<file path="src/rtl/vga_timing_pkg.sv">
// Shared 640x480@60 scan constants and helpers.
// Sprite/background controllers use these values for position math.
package vga_timing_pkg;

  localparam int CNT_W = 10;
  localparam int VGA_CLK_DIV = 4;

  localparam int VGA_H_TOTAL = 800;
  localparam int VGA_H_SYNC = 96;
  localparam int VGA_H_VIS_START = 144;
  localparam int VGA_H_VIS_END = 784;

  localparam int VGA_V_TOTAL = 525;
  localparam int VGA_V_SYNC = 2;
  localparam int VGA_V_VIS_START = 35;
  localparam int VGA_V_VIS_END = 515;

  typedef logic [CNT_W-1:0] cnt_t;

  typedef struct packed {
    logic hsync;
    logic vsync;
  } sync_t;

  function automatic logic in_window(
    input cnt_t v,
    input cnt_t lo,
    input cnt_t hi
  );
    return (v >= lo) && (v < hi);
  endfunction

endpackage

</file>
<file path="src/rtl/vga_timing_gen_sync_delay_line.sv">
// Reset-to-one shift register that retimes the sync pair.
// DEPTH of zero collapses to a plain wire.
module sync_delay_line #(
  parameter int WIDTH = 2,
  parameter int DEPTH = 1
) (
  input  logic             clk,
  input  logic             rst,
  input  logic [WIDTH-1:0] i_d,
  output logic [WIDTH-1:0] o_q
);

  generate
    if (DEPTH == 0) begin : g_pass
      logic w_unused;
      assign w_unused = clk ^ rst;
      assign o_q = i_d;
    end else begin : g_shift
      logic [WIDTH-1:0] r_stage [DEPTH];

      always_ff @(posedge clk or posedge rst) begin
        if (rst) begin
          for (int i = 0; i < DEPTH; i++) begin
            r_stage[i] <= '1;
          end
        end else begin
          r_stage[0] <= i_d;
          for (int i = 1; i < DEPTH; i++) begin
            r_stage[i] <= r_stage[i-1];
          end
        end
      end

      assign o_q = r_stage[DEPTH-1];
    end
  endgenerate

endmodule

</file>
<file path="src/rtl/vga_timing_gen.sv">
// Pixel-scan timing source: counters, visible-window decode,
// delayable syncs and line/frame event pulses.
module vga_timing_gen
  import vga_timing_pkg::*;
#(
  parameter int CLK_DIV     = VGA_CLK_DIV,
  parameter int H_TOTAL     = VGA_H_TOTAL,
  parameter int H_SYNC      = VGA_H_SYNC,
  parameter int H_VIS_START = VGA_H_VIS_START,
  parameter int H_VIS_END   = VGA_H_VIS_END,
  parameter int V_TOTAL     = VGA_V_TOTAL,
  parameter int V_SYNC      = VGA_V_SYNC,
  parameter int V_VIS_START = VGA_V_VIS_START,
  parameter int V_VIS_END   = VGA_V_VIS_END,
  parameter int SYNC_DELAY  = 1
) (
  input  logic             clk,
  input  logic             rst,
  output logic [CNT_W-1:0] hCount,
  output logic [CNT_W-1:0] vCount,
  output logic             bright,
  output logic             hSync,
  output logic             vSync,
  output logic             pix_en,
  output logic             line_start,
  output logic             frame_start,
  output logic [7:0]       frame_count
);

  localparam int DIV_W = (CLK_DIV > 2) ? $clog2(CLK_DIV) : 1;
  localparam logic [DIV_W-1:0] DIV_LAST = DIV_W'(CLK_DIV - 1);
  localparam logic [DIV_W-1:0] DIV_PRE = DIV_W'(CLK_DIV - 2);

  localparam cnt_t H_LAST = cnt_t'(H_TOTAL - 1);
  localparam cnt_t V_LAST = cnt_t'(V_TOTAL - 1);
  localparam cnt_t H_SYNC_C = cnt_t'(H_SYNC);
  localparam cnt_t V_SYNC_C = cnt_t'(V_SYNC);
  localparam cnt_t H_VIS_S = cnt_t'(H_VIS_START);
  localparam cnt_t H_VIS_E = cnt_t'(H_VIS_END);
  localparam cnt_t V_VIS_S = cnt_t'(V_VIS_START);
  localparam cnt_t V_VIS_E = cnt_t'(V_VIS_END);

  logic [DIV_W-1:0] r_div;
  logic             r_pix_en;
  logic             r_line_start;
  logic             r_frame_start;
  cnt_t             r_hcount;
  cnt_t             r_vcount;
  logic [7:0]       r_frame_count;

  logic  w_pre_pix;
  logic  w_h_last;
  logic  w_v_last;
  sync_t w_sync_raw;
  sync_t w_sync_q;

  // Counters only move on pix_en edges, so the cycle before pix_en
  // already sees the values the pulses must be decoded from.
  assign w_pre_pix = (r_div == DIV_PRE);
  assign w_h_last = (r_hcount == H_LAST);
  assign w_v_last = (r_vcount == V_LAST);

  always_ff @(posedge clk or posedge rst) begin
    if (rst) begin
      r_div         <= '0;
      r_pix_en      <= 1'b0;
      r_line_start  <= 1'b0;
      r_frame_start <= 1'b0;
      r_hcount      <= '0;
      r_vcount      <= '0;
      r_frame_count <= '0;
    end else begin
      r_div         <= (r_div == DIV_LAST) ? '0 : r_div + 1'b1;
      r_pix_en      <= w_pre_pix;
      r_line_start  <= w_pre_pix && w_h_last;
      r_frame_start <= w_pre_pix && w_h_last && w_v_last;
      if (r_pix_en) begin
        if (w_h_last) begin
          r_hcount <= '0;
          if (w_v_last) begin
            r_vcount      <= '0;
            r_frame_count <= r_frame_count + 1'b1;
          end else begin
            r_vcount <= r_vcount + 1'b1;
          end
        end else begin
          r_hcount <= r_hcount + 1'b1;
        end
      end
    end
  end

  assign w_sync_raw.hsync = ~(r_hcount < H_SYNC_C);
  assign w_sync_raw.vsync = ~(r_vcount < V_SYNC_C);

  sync_delay_line #(
    .WIDTH(2),
    .DEPTH(SYNC_DELAY)
  ) u_sync_dly (
    .clk(clk),
    .rst(rst),
    .i_d(w_sync_raw),
    .o_q(w_sync_q)
  );

  assign hCount      = r_hcount;
  assign vCount      = r_vcount;
  assign pix_en      = r_pix_en;
  assign line_start  = r_line_start;
  assign frame_start = r_frame_start;
  assign frame_count = r_frame_count;
  assign hSync       = w_sync_q.hsync;
  assign vSync       = w_sync_q.vsync;
  assign bright      = in_window(r_hcount, H_VIS_S, H_VIS_E)
                    && in_window(r_vcount, V_VIS_S, V_VIS_E);

endmodule

</file>
<file path="config.mk">
export PLATFORM = sky130hd
export DESIGN_NAME = vga_timing_gen
export DESIGN_NICKNAME = d
export VERILOG_FILES = /design/src/rtl/vga_timing_pkg.sv /design/src/rtl/vga_timing_gen_sync_delay_line.sv /design/src/rtl/vga_timing_gen.sv
export SDC_FILE = /design/constraint.sdc
export NUM_CORES = 1
export LEC_CHECK = 0
export ABC_AREA = 1
export CORE_MARGIN = 8
export CORE_UTILIZATION = 56
export DETAILED_ROUTE_END_ITERATION = 10
export PLACE_DENSITY_LB_ADDON = 0.1
export REMOVE_ABC_BUFFERS = 1
export SLEW_MARGIN = 20
export SYNTH_ARGS = -nofsm -noshare
export SYNTH_HDL_FRONTEND = slang
export SYNTH_HIERARCHICAL = 1
export SYNTH_SLANG_ARGS = --single-unit
export TNS_END_PERCENT = 20
</file>
<file path="constraint.sdc">
create_clock -name clk -period 3.3 [get_ports clk]
set_clock_uncertainty 0.05 [all_clocks]
set_input_delay 0.66 -clock clk [delete_from_list [all_inputs] [get_ports clk]]
set_output_delay 0.66 -clock clk [all_outputs]
set_load 0.02 [all_outputs]
</file>
==> metrics.cfg <==
[status]
status = completed

[clock_tree]
clock_path_buffers = 2
hold_buffers = 0
clkTransAtPathRegs_ns = 0.10
numCtsBuffers = 5
h-tree-depth = 2
cts_resized = 0
cts_setup_buffers = 0
cts-root-buf = clkbuf_4
clock_sinks = 35
cts_tree = built
clk_latency_ns = 0.34

[floorplan]
dieArea_sq_um = 5740
start_util = 0.590
die_h_um = 75.8
core-area_sq_um = 3390
num_io_pins = 36
rows = 21
die_w_um = 75.8

[worst_setup_path]
slowest_stage = clkdlybuf4s50_1
crit_path_end_kind = output port
r2r-start = hCount[0]
worstPathCellList = ha_1, inv_1, nand3_1, nand2_1, nand3_1, nand2_1, a21oi_1, clkdlybuf4s50_1
critPathRequiredTime_ns = 2.59
cpPeakStageDelay_ns = 0.62
crit_path_start_kind = register
cp_max_fo = 6
rrSetupSlack_ns = 1.38
crit_type = register to output port
reg2reg_to = frame_count[5]
worst_r2r_path_depth = 6
cp_data_arrival_time_ns = 2.10

[timing]
setup-tns-final_ns = 0
drv_slew = 0
rsz0062_at_grt = false
final-hold-violation-count = 0
period_share = 0.850
max_freq_mhz = 356
worstMarginPinSlew_ns = 0.374
finalSetupViolations = 0
relSlewSlack = 0.750
finalCriticalPeriod_ns = 2.81
fin_ws_ns = 0.495

[power_and_ir_drop]
p_per_area_nw_per_um2 = 287
vdd_drop_max_mv = 0.199
total_power_mw = 0.701
p_leak_nw = 1.12

[min_path]
hold_path.class = register to register
hp-start = r_div[0]
whs_path_depth = 1
whs_endpoint = r_div[0]

[final_layout]
design_area_sq_um = 2440
syn_to_final_growth_pct = 22.2
seq_area_sq_um = 878
fin_nets = 296
multi_input_area_sq_um = 947
final_core_util = 0.721
layout_commonest_cell = nand2_1
mostFrequentLayoutCells = nand2_1 (55), clkdlybuf4s50_1 (35), inv_1 (34), dfrtp_1 (33), nor2_1 (27)
drive_above_1_share = 0.0972
num_antenna_cells = 0
fill_cells = 274

[synth]
synth-simple-area-share = 0.306
synth_cells = 249
syn_avg_cell_area_sq_um = 8.03
synth_xor_xnor_area_share = 0.0613
synth_seq_cells = 35
synth.yosys.warnings = 6
yosys.area_share.adder = 0.0438
ys_seq_area_frac = 0.439
synthMuxAreaShare = 0
synth_top_family_by_area = simple AND/OR/NAND/NOR gates
synth_cell_types = 26
synth_compound_area_frac = 0.0619
synthesis.area_sq_um = 2000

[placed_design]
post-dp-hpwl_mm = 3.31
io_buffers = 35
placed_cell_area_sq_um = 2380
gp_congestion = 0.862
place_ws_ns = 0.869

[route]
route.detailed.drc = 0
wl_per_cell_um = 12.6
first_pass_iters = 4
detail-route-antenna-nets = 0
vias_per_cell = 5.11
routed_wl_mm = 4.20
drtIter0Drc = 129
vias = 1708

[global_routing]
track_usage = 0.162
grt_max_degree = 26
gr-total-overflow = 0
grt_pass1_wl_mm = 7.21
grt_pass1_vias = 1683
antenna_found_initial = 0

[run]
maxCapViolations = 0

==> where the power goes <==
part | total [mW] | switching (mW) | internal (mW) | leakage (nW)
clock network | 0.262 | 0.137 | 0.125 | 0.0386
registers | 0.429 | 0 | 0.429 | 0.467
logic | 0.0104 | 0.00846 | 0.00198 | 0.614
total | 0.701 | 0.145 | 0.556 | 1.12
==> layer usage <==
| metal | vias up | GRT usage | wire [um] |
|---|---|---|---|
| li1 | 864 | - | - |
| met1 | 798 | 0.186 | 1810 |
| met2 | 39 | 0.278 | 2080 |
| met3 | 7 | 0.0513 | 251 |
| met4 | 0 | 0.0533 | 52 |
| met5 | - | 0 | 0 |
==> cell families after synthesis <==
group                      after synthesis
DFF                                     35
and+or+nand+nor                        129
AOI/OAI and AO/OA                       23
xor gates and xnor gates                14
buffers and inverters                   41
adders and majority gates                7
==> per-stage QoR <==
step,cells,hold slack (ns)
detailed placement,326,0.405
global placement,326,0.390
global route,334,0.452
finish,334,0.414
floorplan,244,0.378
CTS,334,0.419
==> synthesized netlist by cell type, drive strengths merged <==
cell type	number	area share
nor3	7	0.018
xnor2	3	0.013
nand3	21	0.055
buf	5	0.020
dfstp	2	0.026
nor2	35	0.086
xor2	11	0.048
a21oi	1	0.0025
o21ai	21	0.056
dfrtp	33	0.41
ha	7	0.044
nand2	58	0.11
inv	36	0.068
nand4	8	0.036
a31oi	1	0.0031
==> worst max-delay path, delay by kind of cell (launching register included) <==
| kind | cells | cell delay [ns] |
|---|---|---|
| buffers and inverters | 2 | 0.71 |
| AND/OR/NAND/NOR | 4 | 0.25 |
| AO/OA/AOI/OAI | 1 | 0.12 |
| adder cells (fa/ha/maj) | 1 | 0.23 |
| flip-flops | 1 | 0.44 |
==> how the worst max path moves through the flow <==
stage	start	end	slack (ns)	cells after the start
final	vCount[0]	bright	0.49	8
after CTS	vCount[0]	bright	0.48	8
after detailed placement	vCount[0]	bright	0.87	8
after global placement	vCount[7]	bright	0.89	6
after global routing	vCount[0]	bright	0.33	8
after floorplan	vCount[0]	bright	1.23	7
==> layout make-up <==
class / instances / share of cell area
Clock buffer: 8 / 0.0281
Inverter: 36 / 0.0553
Multi-Input combinational cell: 173 / 0.387
Sequential cell: 35 / 0.359
Tap cell: 46 / 0.0235
Timing Repair Buffer: 36 / 0.146
==> sequential cells by signal, summed over array words and instances (netlist names) <==
signal          cells
pix_en              1
frame_start         1
frame_count         8
u_sync_dly/o_q      2
vCount             10
r_div               2
hCount             10
line_start          1
(Power assumes the default switching activity.)
